**src/rtl/div_pipe_sched.sv**
```systemverilog
// div_pipe_sched
//   Shares one fixed-latency pipelined divider among N_REQ requesters.
//   A round-robin arbiter grants at most one request per cycle; the grant is
//   registered into a divider issue strobe. A DIV_LAT-deep tag pipe carries the
//   issuing requester ID so the divider result can be routed back. Per-requester
//   counters cap outstanding operations at MAX_OUT. Any disagreement between the
//   divider valid and the tag pipe tail raises a sticky seq_err.
//
// Ports
//   clk, rst            clock (rising edge), asynchronous active-high reset
//   req_valid/ready     per-requester handshake; req_ready is one-hot or zero
//   req_dividend/divisor packed operands, requester i at [i*DW +: DW]
//   div_start/dividend/divisor  registered issue to the divider
//   div_valid/quotient/by_zero  divider result
//   rsp_valid           one-hot, one-cycle result strobe
//   rsp_quotient/div_by_zero    shared result, held between strobes
//   busy                op issued, in flight, or response on the outputs
//   seq_err             sticky divider/tag misalignment flag
module div_pipe_sched #(
  parameter int N_REQ   = 4,
  parameter int DW      = 32,
  parameter int QW      = 8,
  parameter int DIV_LAT = 9,
  parameter int MAX_OUT = 4
) (
  input  logic               clk,
  input  logic               rst,
  input  logic [N_REQ-1:0]    req_valid,
  output logic [N_REQ-1:0]    req_ready,
  input  logic [N_REQ*DW-1:0] req_dividend,
  input  logic [N_REQ*DW-1:0] req_divisor,
  output logic               div_start,
  output logic [DW-1:0]      div_dividend,
  output logic [DW-1:0]      div_divisor,
  input  logic               div_valid,
  input  logic [QW-1:0]      div_quotient,
  input  logic               div_by_zero,
  output logic [N_REQ-1:0]   rsp_valid,
  output logic [QW-1:0]      rsp_quotient,
  output logic               rsp_div_by_zero,
  output logic               busy,
  output logic               seq_err
);

  localparam int IDW = $clog2(N_REQ);
  localparam int CW  = $clog2(MAX_OUT + 1);
  localparam logic [CW-1:0]  MAX_CNT  = CW'(MAX_OUT);
  localparam logic [IDW-1:0] LAST_ID  = IDW'(N_REQ - 1);

  // Arbitration state and issue registers
  logic [IDW-1:0]    rr_q, rr_d;
  logic [CW-1:0]     cnt_q [N_REQ];
  logic [CW-1:0]     cnt_d [N_REQ];
  logic              start_q;
  logic [IDW-1:0]    issue_id_q;
  logic [DW-1:0]     dvd_q, dvs_q;

  // Tag pipe and response registers
  logic [DIV_LAT-1:0] tag_v_q;
  logic [IDW-1:0]     tag_id_q [DIV_LAT];
  logic [N_REQ-1:0]   rsp_valid_q, rsp_valid_d;
  logic [QW-1:0]      rsp_quot_q;
  logic               rsp_dbz_q;
  logic               seq_err_q;

  logic [N_REQ-1:0]  elig;
  logic [N_REQ-1:0]  grant;
  logic              xfer;
  logic [IDW-1:0]    gnt_id;
  logic              tail_v;
  logic [IDW-1:0]    tail_id;
  logic [N_REQ-1:0]  dec_vec;
  logic [DW-1:0]     dvd_arr [N_REQ];
  logic [DW-1:0]     dvs_arr [N_REQ];

  for (genvar g = 0; g < N_REQ; g++) begin : g_unpack
    assign dvd_arr[g] = req_dividend[g*DW +: DW];
    assign dvs_arr[g] = req_divisor[g*DW +: DW];
  end

  assign tail_v  = tag_v_q[DIV_LAT-1];
  assign tail_id = tag_id_q[DIV_LAT-1];

  always_comb begin
    elig    = '0;
    dec_vec = '0;
    for (int i = 0; i < N_REQ; i++) begin
      elig[i]    = req_valid[i] && (cnt_q[i] < MAX_CNT);
      dec_vec[i] = tail_v && (tail_id == IDW'(i));
    end
  end

  // Round-robin search starting at rr_q; first eligible index wins.
  always_comb begin
    int idx;
    idx    = 0;
    grant  = '0;
    gnt_id = '0;
    xfer   = 1'b0;
    for (int k = 0; k < N_REQ; k++) begin
      idx = int'(rr_q) + k;
      if (idx >= N_REQ) idx = idx - N_REQ;
      if (!xfer && elig[idx[IDW-1:0]]) begin
        xfer                 = 1'b1;
        gnt_id               = idx[IDW-1:0];
        grant[idx[IDW-1:0]]  = 1'b1;
      end
    end
  end

  assign req_ready = grant;

  always_comb begin
    rr_d = rr_q;
    if (xfer) rr_d = (gnt_id == LAST_ID) ? '0 : gnt_id + IDW'(1);
  end

  // A tail exit frees its slot whether or not the divider answered, so a
  // missing result cannot permanently leak a requester's credit.
  always_comb begin
    for (int i = 0; i < N_REQ; i++) begin
      cnt_d[i] = cnt_q[i];
      if (grant[i] && !dec_vec[i]) begin
        if (cnt_q[i] != MAX_CNT) cnt_d[i] = cnt_q[i] + CW'(1);
      end else if (!grant[i] && dec_vec[i]) begin
        if (cnt_q[i] != '0) cnt_d[i] = cnt_q[i] - CW'(1);
      end
    end
  end

  always_comb begin
    rsp_valid_d = '0;
    if (div_valid && tail_v) rsp_valid_d[tail_id] = 1'b1;
  end

  // Stage boundary: arbitration -> divider issue
  always_ff @(posedge clk or posedge rst) begin
    if (rst) begin
      rr_q       <= '0;
      start_q    <= 1'b0;
      issue_id_q <= '0;
      dvd_q      <= '0;
      dvs_q      <= '0;
      for (int i = 0; i < N_REQ; i++) cnt_q[i] <= '0;
    end else begin
      rr_q    <= rr_d;
      start_q <= xfer;
      if (xfer) begin
        issue_id_q <= gnt_id;
        dvd_q      <= dvd_arr[gnt_id];
        dvs_q      <= dvs_arr[gnt_id];
      end
      for (int i = 0; i < N_REQ; i++) cnt_q[i] <= cnt_d[i];
    end
  end

  // Stage boundary: issue -> tag pipe (tail lines up with div_valid) -> response
  always_ff @(posedge clk or posedge rst) begin
    if (rst) begin
      tag_v_q     <= '0;
      for (int s = 0; s < DIV_LAT; s++) tag_id_q[s] <= '0;
      rsp_valid_q <= '0;
      rsp_quot_q  <= '0;
      rsp_dbz_q   <= 1'b0;
      seq_err_q   <= 1'b0;
    end else begin
      tag_v_q     <= {tag_v_q[DIV_LAT-2:0], start_q};
      tag_id_q[0] <= issue_id_q;
      for (int s = 1; s < DIV_LAT; s++) tag_id_q[s] <= tag_id_q[s-1];
      rsp_valid_q <= rsp_valid_d;
      if (div_valid && tail_v) begin
        rsp_quot_q <= div_quotient;
        rsp_dbz_q  <= div_by_zero;
      end
      if (div_valid != tail_v) seq_err_q <= 1'b1;
    end
  end

  assign div_start       = start_q;
  assign div_dividend    = dvd_q;
  assign div_divisor     = dvs_q;
  assign rsp_valid       = rsp_valid_q;
  assign rsp_quotient    = rsp_quot_q;
  assign rsp_div_by_zero = rsp_dbz_q;
  assign seq_err         = seq_err_q;
  // The issue register counts as in flight: the op has left the requester
  // but has not yet entered the tag pipe.
  assign busy            = start_q || (|tag_v_q) || (|rsp_valid_q);

endmodule

```
**config.mk**
```make
export PLATFORM = sky130hd
export DESIGN_NAME = div_pipe_sched
export DESIGN_NICKNAME = d
export VERILOG_FILES = /design/src/rtl/div_pipe_sched.sv
export SDC_FILE = /design/constraint.sdc
export NUM_CORES = 1
export LEC_CHECK = 0
export CAP_MARGIN = 20
export CORE_UTILIZATION = 44
export CTS_CLUSTER_SIZE = 12
export DETAILED_ROUTE_END_ITERATION = 10
export MAX_ROUTING_LAYER = met4
export PLACE_DENSITY = 0.82
export SETUP_SLACK_MARGIN = 0.1
export SLEW_MARGIN = 10
export SYNTH_ARGS = -nofsm -noshare
export SYNTH_HDL_FRONTEND = slang
export SYNTH_SLANG_ARGS = --single-unit
```
**constraint.sdc**
```tcl
create_clock -name clk -period 6.1 [get_ports clk]
set_clock_uncertainty 0.05 [all_clocks]
set_input_delay 0.61 -clock clk [delete_from_list [all_inputs] [get_ports clk]]
set_output_delay 0.61 -clock clk [all_outputs]
set_load 0.02 [all_outputs]
```
## Word-level counts from Yosys, hierarchy flattened

Index checks and enable logic that the tools add are counted.

| operators by class | value |
|---|---|
| add/sub/neg operators | 16 |
| multiply operators | 0 |
| div/mod/pow operators | 0 |
| order comparisons | 19 |
| equal/unequal tests | 13 |
| shifts and indexed selects | 0 |
| mux-type cells | 58 |
| bitwise operators | 4 |
| reductions and logical operators | 57 |

Operators with widths:

| cell | number |
|---|---|
| binary-select mux 32 bit (select 2 bit) | 2 |
| 2-to-1 mux 32 bit | 4 |
| 2-to-1 mux 3 bit | 16 |
| logical AND 1 bit | 25 |
| 2-to-1 mux 4 bit | 5 |
| 2-to-1 mux 2 bit | 9 |
| nonzero test 2 bit | 8 |
| < comparator 2 x 3 -> 1 bit (second input constant) | 5 |
| 2-to-1 mux 1 bit | 13 |
| adder 3 x 1 -> 3 bit (second input constant) | 4 |
| greater-or-equal comparator 3 bit (second input constant) | 4 |
| < comparator 3 bit (second input constant) | 4 |
| inequality test 3 bit (second input constant) | 4 |
| OR 4 bit | 3 |
| AND reduction 3 bit | 4 |
| nonzero test 3 bit | 4 |
| subtractor 3 x 1 -> 3 bit (second input constant) | 4 |
| zero test 1 bit | 11 |
| demux 1 bit (select 2 bit) | 5 |
| greater-or-equal comparator 2 x 1 -> 1 bit (second input constant) | 5 |
| OR reduction 9 bit | 1 |
| binary-select mux 1 bit (select 2 bit) | 4 |
| inequality test 2 x 1 -> 1 bit (second input constant) | 4 |
| subtractor 2 x 1 -> 2 bit (second input constant) | 4 |
| other kinds (11) | 15 |

| word-level totals | value |
|---|---|
| flip-flop bits (word level) | 122 |
| latch bits | 0 |
| bits in writable memories | 0 |
| bits in read-only memories | 0 |
| bits of input ports | 272 |
| output and inout port bits | 84 |
| memories kept | 0 |

## Logic depth before layout (Yosys ltp)

Gate-level depths: netlist of the first run.

| logic depth | value |
|---|---|
| word-level depth | 18 |
| depth in mapped cells | 20 |
| mapped depth without buffers | 15 |

## Worst setup path before layout of the first run

Ideal clock, no wire load.

| timing | value |
|---|---|
| path kind | register to register |
| start point | register (tool-made name) |
| end point | register cnt_q[11] (netlist name) |
| arrival | 4.304 ns |
| data required time | 5.922 ns |
| slack | 1.618 ns |
| stages on the path, launching flop included | 21 |
| clock period less this slack | 4.482 ns |
| cells stage by stage | dfrtp_1 buf_2 inv_2 clkbuf_1 clkbuf_1 ha_1 clkbuf_1 mux4_2 nor2b_1 buf_6 buf_2 buf_1 a222oi_1 nand2_1 ha_1 inv_1 fa_1 o211ai_1 o21a_1 o21ai_0 o31ai_1 |

RTL lines:

| what | line | RTL |
|---|---|---|
| to (decl) | 52 | `logic [CW-1:0] cnt_q [N_REQ];` |

## Worst setup path in the final report of the first run

| timing | value |
|---|---|
| start point | register rr_q[1] |
| end point | register dvd_q[4], in the netlist div_dividend[4] |

| on the way | value |
|---|---|
| word-level cells in the longest chain between the ends | 18 |

RTL lines:

| what | line | RTL |
|---|---|---|
| from (decl) | 51 | `logic [IDW-1:0] rr_q, rr_d;` |
| from (signal assigned) | 146 | `rr_q <= rr_d;` |
| branches (longest 18 deep; another with adder 2 x 1 -> 3 bit) | -- |  |
| to (signal assigned) | 150 | `dvd_q <= dvd_arr[gnt_id];` |
| to (decl) | 56 | `logic [DW-1:0] dvd_q, dvs_q;` |

Several ways; the timed one is not identified. The select of a mux whose other input is x is not followed.
A chain may end at the register's enable or synchronous reset.

==> flow_metrics.tcl, run 1 <==
set metrics [dict create \
    layout_cells_sized_above_1 0.06527 \
    cp.buffers_inverters 4 \
    die-width_um 143.1 \
    critical_path_cell_list "inv_1, ha_1, nand2b_1, nor4_1, a22oi_2, buf_4, nand3_2, buf_4, a21o_4, buf_4, mux2i_1, a211oi_1" \
    status "complete, no violations" \
    drt_pre_antenna_iters 5 \
    portion_of_the_post_synthesis_area_used_by_sequential_elements 0.3484 \
    final-setup-viol-count 0 \
    antenna_cells_inserted 0 \
    initial_utilization 0.4502 \
    synth_enable_flop_cells 0 \
    cts.htree.levels 4 \
    areaGrowthSynthToFinish_pct 49.01 \
    powerDensity_mw_per_mm2 643.1 \
    timing.setup.critical_path_class "register to register" \
    final_common_cell "clkdlybuf4s50_1" \
    asyncSetResetFlopFracSynth 1.000 \
    synth_top_family_by_area "compound AO/OA/AOI/OAI gates" \
    cpMostUsedCell "buf_4" \
    cts.repair.resized 0 \
    crit_required_ns 6.38 \
    die_area_mm2 0.02048 \
    maxSlewViolCount 0 \
    cts_tree "yes" \
    cts_hold_fix_bufs 0 \
    worst_ep_arrival_time_ns 4.97 \
    maxCapViolations 0 \
    drt_first_iter_violations 802 \
    cts_sinks 122 \
    min-delay-path-class "register to register" \
    finalHoldViolCount 0 \
    avgSynthCellArea_um2 8.941 \
    boundaryPins 356 \
    synthesis.yosys.warnings 0 \
    setup_ws_post_layout_ns 1.402 \
    global_route_usage_sum 0.3134 \
    antenna_violations_before_repair 0 \
    grt_setup_unrepaired "no" \
    crit_slowest_cell "nor4_1" \
    p_leak_nw 5.068 \
    die_h_um 143.1 \
    clockRootBuffer "clkbuf_16" \
    yosys_register_bits 122 \
    crit_family "buffers and inverters" \
    critical-path-max-stage-delay_ns 0.74 \
    first_global_vias 9174 \
    global_route.overflow_total 0 \
    final.min_clock_period_ns 4.698 \
    dpl_cell_area_mm2 0.01245 \
    wirelength_mm 32.16 \
    muxShareOfSynthArea 0.09225 \
    gp_congestion 0.8822 \
    synth_adder_area_share 0.02770 \
    critPathCaptureType "register" \
    final_net_count 1563 \
    post-cts-setup-buffer-count 0 \
    cts.path.max_buffers 2 \
    period_share 0.7702 \
    ys_types 55 \
    dp_slack_ns 1.252 \
    prevailing_post_synth_register_cell "dfrtp_1" \
    mappedNetlistArea_mm2 0.008762 \
    complex_gate_fraction_of_the_synthesized_area 0.3433 \
    detailedPlacementHpwl_mm 21.49 \
    post-route-cell-area_mm2 0.01306 \
    ir_worst_vdd_v 0.0004273 \
    crit_fanout 68 \
    drt-vias-per-instance 6.294 \
    clk_latency_ns 0.43 \
    detailroute.via_count 9769 \
    critical_path.startpoint_type "register" \
    clkSlewWorstSetupHoldPaths_ns 0.07 \
    grt_pass1_wl_mm 48.58 \
    synth-simple-area-share 0.1279 \
    final_antenna_net_count 0 \
    syn_nets 1269 \
    post_drt_wl_per_cell_um 20.72 \
    fin_tns_setup_ns 0 \
    cts-buffers-inserted 17 \
    maxClockFrequency_mhz 212.8 \
    worstMarginPinSlew_ns 1.081 \
    synthesized_area_fraction_occupied_by_xor_and_xnor_cells 0.003998 \
    top_library_cells_by_usage_in_the_layout_fill_and_taps_aside "clkdlybuf4s50_1, nand2_1, dfrtp_1" \
    postSynthCellCount 980 \
    slew-limit-headroom 0.2793 \
    place.port_buffers 355 \
    remaining_drc_errors 0 \
    placementRows 51 \
    grt_max_degree 95 \
    floorplan.core_area_mm2 0.01946 \
]
## stage by stage
step	power (mW)	utilization	hold WS [ns]	instances
finish	8.396	0.6708	0.2892	1552
global placement	7.128	0.6383	0.2820	1519
detailed placement	7.314	0.6397	0.2865	1520
CTS	8.407	0.6708	0.2953	1552
global route	8.993	0.6708	0.3040	1552
floorplan	5.602	-	0.2812	980
## synth_stat cells, types with 7 or more instances
cell       count  share of area
a211oi_1      32          0.027
nor3_1         9         0.0051
nand4_1       32          0.023
nor2_1        53          0.023
a221o_1       32          0.037
dfrtp_1      122           0.35
ha_1          13          0.019
a221oi_1      32          0.032
nand2_1      121          0.052
o221ai_1      64          0.064
buf_2         11         0.0063
mux2_2         9          0.012
o21ai_0       73          0.042
clkbuf_1      80          0.034
mux2i_1       65          0.074
a21oi_1       38          0.022
buf_6          7         0.0090
o211ai_1      35          0.030
a21o_1        35          0.030
a2111oi_0     32          0.032
## area by class of cell
cell class | instances | area, um2
fillers | 1580 | 6406
multi-input cells | 746 | 5276
repair buffers | 379 | 3754
flip-flops and latches | 122 | 3057
clock buffers | 17 | 425.4
well taps | 265 | 331.6
clock inverters | 15 | 180.2
inverters | 8 | 32.53
## logic make-up after synthesis
family / count (synthesis)
multiplexers: 77
AND/OR/NAND/NOR: 247
XOR/XNOR: 4
flip-flops: 122
AO/OA/AOI/OAI: 401
buffers and inverters: 112
adder cells (fa/ha/maj): 17
## power by group
part	leakage (nW)	switching (mW)	internal (mW)	total, mW
registers	1.41	0.283	1.25	1.53
clock network	0.296	0.434	0.619	1.05
logic	3.36	3.35	2.46	5.81
## layer usage
layer	vias to the layer above	part of all wire	global-route usage
li1	4479	-	-
met1	4693	0.40	0.3810
met2	522	0.48	0.4988
met3	75	0.092	0.07545
met4	0	0.036	0.1256
met5	-	0	-
## final timing paths
path	from	end	slack (ns)	cells past startpoint
max	rr_q[1]	div_dividend[4]	1.40	12
max in group asynchronous	rst	async pin	4.40	3
min in group asynchronous	rst	tag_v_q[8]	0.70	3
min	tag_id_q[4]	tag_id_q[2]	0.29	0
min reg2reg	tag_id_q[4]	tag_id_q[2]	0.29	0
max reg2reg	rr_q[1]	div_dividend[4]	1.40	12
## registers in the layout (all words and copies together), names as in the netlist, named ones only
name,cells
rr_q,1
rsp_quotient,8
rsp_valid,4
tag_v_q,9
div_start,1
cnt_q,12
div_divisor,32
tail_id,2
tag_id_q,16
div_dividend,32
seq_err,1
issue_id_q,2
rsp_div_by_zero,1
(Power assumes the default switching activity.)
==> inputs of run 2 (changes only) <==
--- a/config.mk
+++ b/config.mk
@@ -6,11 +6,11 @@
 export NUM_CORES = 1
 export LEC_CHECK = 0
 export CAP_MARGIN = 20
-export CORE_UTILIZATION = 44
+export CORE_UTILIZATION = 40
 export CTS_CLUSTER_SIZE = 12
 export DETAILED_ROUTE_END_ITERATION = 10
 export MAX_ROUTING_LAYER = met4
-export PLACE_DENSITY = 0.82
+export PLACE_DENSITY = 0.78
 export SETUP_SLACK_MARGIN = 0.1
 export SLEW_MARGIN = 10
 export SYNTH_ARGS = -nofsm -noshare
==> constraint.sdc (replaced) <==
create_clock -name clk -period 4.16 [get_ports clk]
set_clock_uncertainty 0.05 [all_clocks]
set_input_delay 0.416 -clock clk [delete_from_list [all_inputs] [get_ports clk]]
set_output_delay 0.416 -clock clk [all_outputs]
set_load 0.02 [all_outputs]
==> run 2 against run 1 <==
Combinational power rose by 50%; sequential share of layout area fell by 0.11 points; hold slack improved by 0.0068 ns; non-clock buffer count rose by 7; setup slack got worse by 1.1 ns; clock-buffer cell count did not move; total power rose by 48%; global-route usage fell by 1.7 points; via count barely moved; die area rose by 9.9%.
==> flow_metrics.tcl, run 2 (synthesis results as in run 1) <==
set metrics [dict create \
    boundaryPins 356 \
    place.port_buffers 355 \
    initial_utilization 0.4129 \
    die_h_um 150.0 \
    whs_path_depth 0 \
    cts_hold_fix_bufs 0 \
    wirelength_met1_mm 12.95 \
    wirelength_mm 32.92 \
    first_global_vias 9368 \
    final_antenna_net_count 0 \
    layout.filler_cells 1845 \
    post_drt_wl_per_cell_um 20.98 \
    die-width_um 150.0 \
    global_route_usage_sum 0.2959 \
    placementRows 53 \
    crit_required_ns 3.69 \
    maxClockFrequency_mhz 261.8 \
    finalHoldViolCount 0 \
    cts-buffers-inserted 17 \
    final.min_clock_period_ns 3.819 \
    global_route.overflow_total 0 \
    final_net_count 1570 \
    maxSlewViolCount 0 \
    final-setup-viol-count 0 \
    critPathCaptureType "primary output" \
    crit_fanout 10 \
    critical_path.startpoint_type "register" \
    drt_first_iter_violations 656 \
    antenna_violations_before_repair 0 \
    detailroute.via_count 9773 \
    cts_tree "yes" \
    status "complete, no violations" \
    detailedPlacementHpwl_mm 22.39 \
    ir_worst_vdd_v 0.0006143 \
    post-route-util 0.6182 \
    regToRegSetupSlack_ns 0.50 \
    die_area_mm2 0.02250 \
    clk_latency_ns 0.42 \
    top_library_cells_by_usage_in_the_layout_fill_and_taps_aside "clkdlybuf4s50_1, nand2_1, dfrtp_1" \
    cts.path.max_buffers 2 \
    grt_pass1_wl_mm 50.23 \
    maxCapViolations 0 \
    grt_setup_unrepaired "no" \
    cts.htree.levels 4 \
    period_share 0.9180 \
    drt-vias-per-instance 6.229 \
    powerDensity_mw_per_mm2 946.3 \
    drt_pre_antenna_iters 8 \
    layout_cells_sized_above_1 0.07419 \
    cts_sinks 122 \
    timing.setup.critical_path_class "register to primary output" \
    clockRootBuffer "clkbuf_16" \
    met3WireLength_mm 2.989 \
    areaGrowthSynthToFinish_pct 49.72 \
    gp_congestion 0.8766 \
    antenna_cells_inserted 0 \
    clkSlewWorstSetupHoldPaths_ns 0.06 \
    p_leak_nw 5.081 \
    floorplan.core_area_mm2 0.02122 \
    final_common_cell "clkdlybuf4s50_1" \
    fin_tns_setup_ns 0 \
    remaining_drc_errors 0 \
    slew-limit-headroom 0.2514 \
    grt_max_degree 99 \
    worst_ep_arrival_time_ns 3.35 \
    post-cts-setup-buffer-count 0 \
    wl_met2_mm 15.96 \
    min-delay-path-class "register to register" \
    worstMarginPinSlew_ns 1.123 \
    top_routing_layer_used "met4" \
    r2r.worst_path.cells 12 \
]
==> run 2: final cells by class <==
cell class,count,area [um2],share of cell area
repair buffers,386,3836,0.2924
well taps,275,344.1,0.02623
multi-input cells,746,5296,0.4037
clock inverters,15,127.6,0.009728
clock buffers,17,425.4,0.03243
flip-flops and latches,122,3057,0.2330
inverters,8,32.53,0.002480
==> run 2: routing by layer <==
| metal | vias to the layer above | GRT usage |
|---|---|---|
| met4 | 0 | 0.1162 |
| met2 | 513 | 0.4773 |
| met3 | 79 | 0.06494 |
| li1 | 4494 | - |
| met1 | 4687 | 0.3593 |
| met5 | - | - |
==> run 2: worst max-delay path, stage by stage (launching register included) <==
cell	delay (ns)
dfrtp_1	0.56
inv_1	0.17
ha_1	0.50
mux4_2	0.39
a311oi_2	0.40
a222oi_1	0.14
nand2_1	0.14
clkdlybuf4s50_1	0.63
==> run 2: through the flow <==
stage | hold WS, ns | power (mW) | std cells | area, um2 | worst slack, ns
2_1_floorplan | 0.2812 | 8.247 | 980 | 8783 | 0.09195
3_3_place_gp | 0.2817 | 10.73 | 1537 | 12560 | 0.3738
3_5_place_dp | 0.2847 | 10.95 | 1537 | 12560 | 0.3423
4_1_cts | 0.2937 | 12.41 | 1569 | 13110 | 0.2612
5_1_grt | 0.3019 | 13.29 | 1569 | 13120 | 0.1930
6_report | 0.2960 | 12.41 | 1569 | 13120 | 0.3410
==> run 2: what timing repair did <==
action                     CTS  global route
setup endpoints to repair    0             4
hold endpoints to repair     0             0
gates resized for setup      0             1
==> run 2: worst paths after layout <==
| path | start | to |
|---|---|---|
| setup reg to reg | rr_q[1] | cnt_q[2] |
| hold / removal | tag_id_q[4] | tag_id_q[2] |
| min in group asynchronous | rst | div_dividend[3] |
| max in group asynchronous | rst | div_dividend[8] |
| setup / recovery | rr_q[1] | req_ready[3] |
| hold reg to reg | tag_id_q[4] | tag_id_q[2] |
==> run 2: where the power goes <==
part           internal (mW)  total [mW]  switching, mW
combinational           3.71        8.73           5.03
sequential              1.83        2.26          0.427
clock                  0.784        1.42          0.637
